==> config.mk <==
export PLATFORM = sky130hd
export DESIGN_NAME = seq_pattern_gen
export DESIGN_NICKNAME = d
export VERILOG_FILES = /design/src/rtl/seq_pattern_gen.sv
export SDC_FILE = /design/constraint.sdc
export NUM_CORES = 1
export LEC_CHECK = 0
export CAP_MARGIN = 40
export CORE_UTILIZATION = 40
export CTS_BUF_LIST = sky130_fd_sc_hd__clkbuf_16
export DETAILED_ROUTE_END_ITERATION = 12
export GPL_ROUTABILITY_DRIVEN = 0
export HOLD_SLACK_MARGIN = 0.05
export PLACE_DENSITY = 0.63
export REMOVE_ABC_BUFFERS = 1
export SLEW_MARGIN = 25
export SYNTH_ARGS = -nofsm -noshare
export SYNTH_HDL_FRONTEND = slang
export SYNTH_SLANG_ARGS = --single-unit
==> constraint.sdc <==
create_clock -name clk -period 2.3 [get_ports clk]
set_input_delay 0.23 -clock clk [delete_from_list [all_inputs] [get_ports clk]]
set_output_delay 0.23 -clock clk [all_outputs]
set_load 0.02 [all_outputs]
==> src/rtl/seq_pattern_gen.sv <==
// Serial pattern transmitter: shifts a latched pattern out LSB-first, repeated reps times.
// Optional `define SEQGEN_REF_EN adds exp_y, a registered 111/000 Moore detector golden model.
module seq_pattern_gen #(
  parameter int unsigned W  = 16,
  parameter int unsigned RW = 4
) (
  input  logic          clk,
  input  logic          rst,
  input  logic          start,
  input  logic          abort,
  input  logic [W-1:0]  pattern,
  input  logic [4:0]    len,
  input  logic [RW-1:0] reps,
  input  logic          idle_val,
  output logic          x,
  output logic          valid,
  output logic          busy,
`ifdef SEQGEN_REF_EN
  output logic          exp_y,
`endif
  output logic          done
);

  localparam int unsigned CW = (W > 1) ? $clog2(W) : 1;

  typedef enum logic [1:0] {IDLE, SEND, DONE} state_e;

  state_e        state_q;
  logic [W-1:0]  pat_q;
  logic [4:0]    len_q;
  logic [RW-1:0] reps_q;
  logic [CW-1:0] bit_cnt_q;
  logic [RW-1:0] rep_cnt_q;
  logic          idle_q;

  logic [4:0]    len_d;
  logic [RW-1:0] reps_d;
  logic          start_ok;
  logic          last_bit;
  logic          last_rep;

  always_comb begin
    len_d    = (32'(len) > W) ? 5'(W) : len;
    reps_d   = (reps == '0) ? RW'(1) : reps;
    start_ok = (state_q == IDLE) && start && (len != '0);
    last_bit = (5'(bit_cnt_q) == (len_q - 5'd1));
    last_rep = (rep_cnt_q == (reps_q - RW'(1)));
  end

  always_ff @(posedge clk or posedge rst) begin
    if (rst) begin
      state_q   <= IDLE;
      pat_q     <= '0;
      len_q     <= '0;
      reps_q    <= '0;
      bit_cnt_q <= '0;
      rep_cnt_q <= '0;
      idle_q    <= 1'b0;
    end else begin
      case (state_q)
        IDLE: begin
          if (start_ok) begin
            pat_q     <= pattern;
            len_q     <= len_d;
            reps_q    <= reps_d;
            idle_q    <= idle_val;
            bit_cnt_q <= '0;
            rep_cnt_q <= '0;
            state_q   <= SEND;
          end
        end
        SEND: begin
          // abort wins over the end-of-stream transition
          if (abort) begin
            state_q <= IDLE;
          end else if (last_bit) begin
            bit_cnt_q <= '0;
            if (last_rep) state_q <= DONE;
            else          rep_cnt_q <= rep_cnt_q + RW'(1);
          end else begin
            bit_cnt_q <= bit_cnt_q + CW'(1);
          end
        end
        DONE:    state_q <= IDLE;
        default: state_q <= IDLE;
      endcase
    end
  end

  assign x     = (state_q == SEND) ? pat_q[bit_cnt_q] : idle_q;
  assign valid = (state_q == SEND);
  assign busy  = (state_q == SEND);
  assign done  = (state_q == DONE);

`ifdef SEQGEN_REF_EN
  logic [1:0] run_q;
  logic [1:0] run_d;
  logic       last_q;
  logic       exp_y_q;

  always_comb begin
    run_d = 2'd1;
    if (x == last_q) run_d = (run_q == 2'd3) ? 2'd3 : run_q + 2'd1;
  end

  always_ff @(posedge clk or posedge rst) begin
    if (rst) begin
      run_q   <= '0;
      last_q  <= 1'b0;
      exp_y_q <= 1'b0;
    end else if (start_ok) begin
      run_q   <= '0;
      last_q  <= 1'b0;
      exp_y_q <= 1'b0;
    end else if (valid) begin
      run_q   <= run_d;
      last_q  <= x;
      exp_y_q <= (run_d == 2'd3);
    end else begin
      exp_y_q <= 1'b0;
    end
  end

  assign exp_y = exp_y_q;
`endif

endmodule
Yosys cells after proc, flatten, opt, wreduce, memory -nomap -nowiden. Cells that the tools add are included.

Output and inout port bits: 4. Input bits: 30. Bits in registers: 36. Logic and storage cells: 51.

Reduce and logical (&&, ||, !) cells: 10. $add $sub $neg: 4. Mux-type cells: 18. $lt $le $gt $ge: 2. Equal/unequal tests: 10.

Operators by type and width (count): $mux 4 (7); $pmux 4 s2 (2); $add 4x1->4 const B (2); $mux 2 (4); $ne 2x2->1 const B (3); $ne 3x2->1 const B (2); $reduce_and 3->1 (2); $eq 4x5->1 (1); $gt 5x5->1 const B (1); $lt 4x5->1 const B (1); $mux 5 (1); $reduce_and 5->1 (1); $reduce_bool 5->1 (1); $sub 5x1->5 const B (1); $bmux 1 s4 (1); $eq 4x4->1 (1); $logic_not 4->1 (1); $pmux 2 s2 (1); $sub 4x1->4 const B (1); $eq 2x1->1 const B (1); $eq 2x2->1 const B (1); $logic_and 1x1->1 (2); $logic_not 2->1 (1); $mux 1 (2); 3 further kinds (3).

Logic depth before layout (Yosys ltp). Gate-level depths: netlist (run 1).

Depth in word-level cells: 6. Depth in mapped cells: 8. Depth with buffers taken out: 8.

Worst setup path before layout (run 1). Ideal clock, no wire load.

Kind: register to output. Start point: register bit_cnt_q[0]. End point: output port x. Slack: 0.405 ns. Data arrival time: 1.665 ns. Buffers on the path: 1. Data required time: 2.070 ns. Stages on the path, launching flop included: 6. Path through: dfrtp_1 buf_6 mux4_1 mux4_2 nand2_1 nand2_1.

Word-level cells in the longest chain between the ends: 3.

RTL lines: start: declaration (RTL line 32) `logic [CW-1:0] bit_cnt_q;`; start signal: assignment (RTL line 81) `bit_cnt_q <= bit_cnt_q + CW'(1);`; $bmux 1 s4 (RTL line 90) `assign x = (state_q == SEND) ? pat_q[bit_cnt_q] : idle_q;`; $mux 1 (not written as such) (RTL line 90); $mux 1 (RTL line 90); end: declaration (RTL line 15) `output logic x,`.

No other way between the ends. The select of a mux whose other input is x is not followed.

Worst setup path after layout (run 1). Same ends and word-level chain as after synthesis.

==> metrics, run 1 <==
synth warn=0; initial DRC count=slightly above 80; clock root cell=clkbuf_16; maximum vdd drop=roughly 500 µV; CTS tree=done; Placed Instances=258; max-cap violations=0; Core Box Area=approximately 4800 µm²; first-pass GRT wire length=around 6.3 mm; Pins Over Slew Limit=0; pin count of the biggest net entering global routing=37; vias in the first global route=1378; CP endpoint kind=output port; Starting Density=42.0%; asr flop ratio synth=100%; Post-synth EDFFs=0; Hold WC Path Type=in -> async; commonest non-fill, non-tap cells in the layout=dfrtp_1, clkdlybuf4s50_1, mux2_4, nand2_1; Placed Area=2420 µm²; most common cell after layout, fill and taps aside=dfrtp_1; worst-margin pin slew=about 0.46 ns; Ports=34; crit path DAT=around 2.0 ns; RSZ-0062 raised after global routing=false; WL/cell=~14 µm; Reg2Reg Setup Slack=between 0.3 and 0.4 ns; total die area=about 5300 µm²; Tmin final=roughly 2.2 ns; Row Count=25; synth-to-layout area growth=26.9%; Setup Viol. Count Final=0; final cell count without fillers=between 200 and 300; Clock Latency Late Sink=0.28 ns; cell area after synthesis=roughly 2000 µm²; Final nets=approximately 230; total wire length=3.76 mm; Final Hold Fails=0; share of layout cells above drive strength 1=22.6%; # port buffers=33; fmax=around 0.45 GHz; Unique masters post-synth=36; vias per cell=approximately 4.9; CTS buffer count=5; Diodes inserted=0; GRT overflow=0; WS Path Type=reg -> out; Syn Area/Cell=roughly 13 µm²; status=completed; CP Max Fanout=5; clk_skew=between 0.003 and 0.004 ns; ys flop type=dfrtp_1; Total Routing Usage GR=~16%; Synth Instances=roughly 160; Vert. Die Dim=72.9 µm; via count=around 1300; initial antenna violation count=0; crit share post-route=between 90% and 100%; Post-CTS Setup Inserts=0; post-synthesis sequential area ratio=around 45%; final instance area=about 2500 µm²; Rel. slew slack=between 60% and 70%; H-tree levels=2; CTS max path bufs=2; startpoint types=flip-flop; DRC Markers=0; WP data required=approximately 2.1 ns; DRT antenna net count=0; Die W=72.9 µm; FF+latch count, synth=36; P_leak=~1.2 nW; Worst-path clk slew=around 0.050 ns; dpl ws=-0.126 ns; # hold bufs at CTS=0; fillers=428; Final WS setup=~0.094 ns; DP HPWL=around 2.8 mm; Pre-antenna DRT Iters=4; PwrDens=899 nW/µm²; CTS sink count=36
[worst max-delay path, stage by stage (launching register included)]
cell and delay (ns):
dfrtp_2 0.44, mux4_2 0.52, mux4_2 0.50, nand2_2 0.08, nand2_2 0.05, buf_6 0.12
[layout make-up]
class | count | area (µm²) | share of cell area (%)
sequential | 36 | 902 | 35.4
inverter | 6 | 22.5 | 0.884
timing repair buffer | 39 | 402 | 15.8
clock buffer | 5 | 125 | 4.91
clock inverter | 3 | 11.3 | 0.442
tap | 67 | 83.8 | 3.29
multi-input combinational | 110 | 1000 | 39.3
[cells by family (layout without fill, tap and decap cells)]
group	count (synthesis)	in the layout	share of synthesized area, %
and+or+nand+nor	48	48	12.5
DFF	36	36	44.9
muxes	28	28	22.1
AOI/OAI and AO/OA	20	20	7.66
buffers and inverters	13	53	5.36
xor gates and xnor gates	10	10	5.05
adders and majority gates	4	4	2.49
[flip-flops by register name, indices dropped and copies added (netlist names)]
| name | flops |
|---|---|
| pat_q | 16 |
| len_q | 5 |
| bit_cnt_q | 4 |
| reps_q | 4 |
| state_q | 2 |
| idle_q | 1 |
| rep_cnt_q | 4 |
[per-layer routing]
layer / part of all wire, % / GRT usage (%) / up-vias / wire, µm
met1: 45 / 20.2 / 641 / 1680
met3: 3.1 / 3.31 / 7 / 117
met2: 51 / 26.3 / 26 / 1910
li1: - / - / 641 / -
met4: 1.4 / 5.88 / 0 / 53
met5: 0 / 0 / - / 0
[synthesized netlist by cell type (5+ instances only)]
| cell | count | share of area, % |
|---|---|---|
| a21oi_1 | 5 | 1.2 |
| dfrtp_1 | 36 | 45 |
| inv_1 | 6 | 1.1 |
| mux2_4 | 17 | 13 |
| nand2_1 | 13 | 2.4 |
| nand2b_1 | 6 | 1.9 |
| nand3_1 | 5 | 1.2 |
| nor2_1 | 5 | 0.93 |
| nor3_1 | 8 | 2.0 |
| o21ai_0 | 7 | 1.7 |
| xnor2_1 | 5 | 2.2 |
[report_power, final]
| part | total [mW] | switching [mW] | leakage [nW] | internal (mW) |
|---|---|---|---|---|
| clock network | 0.626 | 0.237 | 0.0738 | 0.389 |
| registers | 0.918 | 0.141 | 0.443 | 0.777 |
| logic | 0.747 | 0.300 | 0.655 | 0.448 |
| total | 2.29 | 0.677 | 1.17 | 1.61 |
[worst paths after layout]
| path | start | to | depth (start not counted) |
|---|---|---|---|
| max | bit_cnt_q[0] | x | 5 |
| min | rst | pat_q[11] | 3 |
| max reg2reg | len_q[0] | bit_cnt_q[2] | 8 |
| min reg2reg | pat_q[2] | pat_q[2] | 1 |
| max in group asynchronous | rst | bit_cnt_q[0] | 3 |
| min in group clk | pat_q[2] | pat_q[2] | 1 |
[metrics by stage]
step | setup TNS [ns] | utilization [%] | total power, mW | hold slack (ns)
global placement | -0.0714 | 50.5 | 1.62 | 0.491
global route | 0 | 53.3 | 2.43 | 0.424
CTS | 0 | 53.0 | 2.30 | 0.382
floorplan | -6.67 | - | 1.42 | 0.378
detailed placement | -0.126 | 50.5 | 1.66 | 0.491
finish | 0 | 53.3 | 2.29 | 0.359
[what timing repair did]
item / 4_1_cts / 5_1_grt
setup endpoints to repair: 1 / 1
gates resized for setup: 8 / 4
hold endpoints to repair: 0 / 0
pin swaps: 0 / 1
(Power assumes the default switching activity.)
==> inputs of run 2 (changes only) <==
==> constraint.sdc (replaced) <==
create_clock -name clk -period 2.1 [get_ports clk]
set_input_delay 0.21 -clock clk [delete_from_list [all_inputs] [get_ports clk]]
set_output_delay 0.21 -clock clk [all_outputs]
set_load 0.02 [all_outputs]
==> run 2 against run 1 <==
Effect of this change: the run now ends with negative setup slack left; sequential cell count unchanged; non-clock buffer count grew 16; critical path depth unchanged; register-to-register slack worse by 0.20 ns; first-iteration DRC count decreased by 36%; clock power increased by 9.7%; wire length is 0.59% higher; sequential share of layout area decreased by 1.4 points; count of clock-buffer cells in the layout did not move; critical endpoint unchanged.
==> metrics, run 2 (synthesis gave the netlist of run 1 again) <==
status=finished with violations; failing checks=negative setup slack; DRC Markers=0; GRT overflow=0; Setup Viol. Count Final=1; met1 Use GR=21.2%; clk_skew=between 0.001 and 0.0015 ns; vias per cell=4.78; Final nets=about 250; Die W=72.9 µm; busiest metal layer after global routing=met2; maximum vdd drop=about 460 µV; DP HPWL=2.79 mm; CTS buffer count=5; Diodes inserted=0; WS Path Type=reg -> out; # hold bufs at CTS=0; Row Count=25; total wire length=about 3.8 mm; Hold WC Path Type=in -> async; Final Hold Fails=0; crit path DAT=between 1.5 and 2 ns; Worst-path clk slew=about 0.05 ns; Tmin final=~2.2 ns; Placed Area=between 2000 and 3000 µm²; first-pass GRT wire length=between 6 and 7 mm; CTS sink count=36; fmax=roughly 0.46 GHz; Rel. slew slack=a little over two thirds; Reg2Reg Setup Slack=about 0.19 ns; Pins Over Slew Limit=0; PwrDens=977 nW/µm²; CTS tree=done; Largest regs=pat_q: 16 flops, len_q: 5 flops; CP Max Fanout=5; FF-to-FF Start=len_q[0]; met3 Resource Use GR=3.73%; initial antenna violation count=0; Clock Latency Late Sink=between 0.2 and 0.3 ns; worst-margin pin slew=around 0.45 ns; DRT antenna net count=0; Core Box Area=around 4800 µm²; synth-to-layout area growth=32.3%; Pre-antenna DRT Iters=4; share of layout cells above drive strength 1=28.4%; P_leak=between 1 and 1.5 nW; max-cap violations=0; dpl ws=-0.315 ns; Largest register FFs=16; crit share post-route=104%; Total Routing Usage GR=16.0%; startpoint types=flip-flop; fillers=411; Post-CTS Setup Inserts=0; Starting Density=a little over two fifths; Worst Reg2Reg Path Length in Cells=8; total die area=approximately 5300 µm²; via count=~1300; CP endpoint kind=output port; Top reg by flops=pat_q; RSZ-0062 raised after global routing=true; commonest non-fill, non-tap cells in the layout=dfrtp_1, clkdlybuf4s50_1, buf_4, mux2_4, nand2_1; vias in the first global route=approximately 1400; WP data required=about 1.9 ns; most common cell after layout, fill and taps aside=dfrtp_1; H-tree levels=2; # port buffers=33; Crit Reg-Reg Endpoint=bit_cnt_q[2]; Ports=34; WL/cell=approximately 13 µm; clock root cell=clkbuf_16; final instance area=about 2700 µm²; CTS max path bufs=2; pin count of the biggest net entering global routing=37; initial DRC count=between 50 and 60; Vert. Die Dim=between 70 and 80 µm; GR met2 Demand/Resource=approximately a quarter; Final WS setup=-0.0796 ns
run 2: changes by cell type in the layout (fill, tap and decap cells not counted):
cell | before | now
buf_4 | 4 | 21
buf_12 | 2 | 1
run 2: stage by stage:
stage	setup TNS, ns	std cells	util (%)	hold slack (ns)	total power [mW]
floorplan	-12.97	152	-	0.358	1.55
global placement	-1.41	274	52.7	0.489	1.87
detailed placement	-1.84	274	52.7	0.498	1.90
CTS	-0.109	282	55.4	0.364	2.61
global route	-0.168	282	55.5	0.389	2.75
finish	-0.0796	282	55.5	0.336	2.59
run 2: how the worst max path moves through the flow:
stage                      start  slack [ns]           end  cells past startpoint
global placement    bit_cnt_q[0]       -0.26             x                      5
finish              bit_cnt_q[0]       -0.08             x                      5
detailed placement  bit_cnt_q[0]       -0.32             x                      5
global route        bit_cnt_q[0]       -0.17             x                      5
CTS                 bit_cnt_q[0]       -0.11             x                      5
floorplan                 len[0]       -0.59  rep_cnt_q[3]                      6
run 2: worst max-delay path, stage by stage (launching register included):
cell and delay, ns:
dfrtp_2 0.44, mux4_2 0.51, mux4_2 0.49, nand2_2 0.08, nand2_2 0.05, buf_6 0.12
run 2: report_power, final:
part	leakage, nW	internal, mW	switching (mW)
combinational	0.726	0.563	0.348
sequential	0.443	0.851	0.146
clock	0.0738	0.426	0.261
total	1.24	1.84	0.755
run 2: final cells by class:
class | instances | area [µm²] | share of cell area [%]
Inverter | 6 | 22.5 | 0.848
Timing Repair Buffer | 55 | 509 | 19.2
Clock inverter | 3 | 11.3 | 0.424
Multi-Input combinational cell | 110 | 1000 | 37.7
Clock buffer | 5 | 125 | 4.71
Tap cell | 67 | 83.8 | 3.16
Sequential cell | 36 | 902 | 34.0
run 2: layer usage:
metal  vias to the layer above  part of all wire [%]
met2                        28                    48
li1                        674                     -
met1                       645                    48
met4                         0                  0.77
met5                         -                     0
met3                         2                   3.2
run 2: what timing repair did:
| action | 4_1_cts | 5_1_grt |
|---|---|---|
| endpoints found under the setup margin | 1 | 1 |
| pin swaps | 1 | 0 |
| endpoints found under the hold margin | 0 | 0 |
| gates cloned | 0 | 0 |
| gates resized for setup | 10 | 2 |
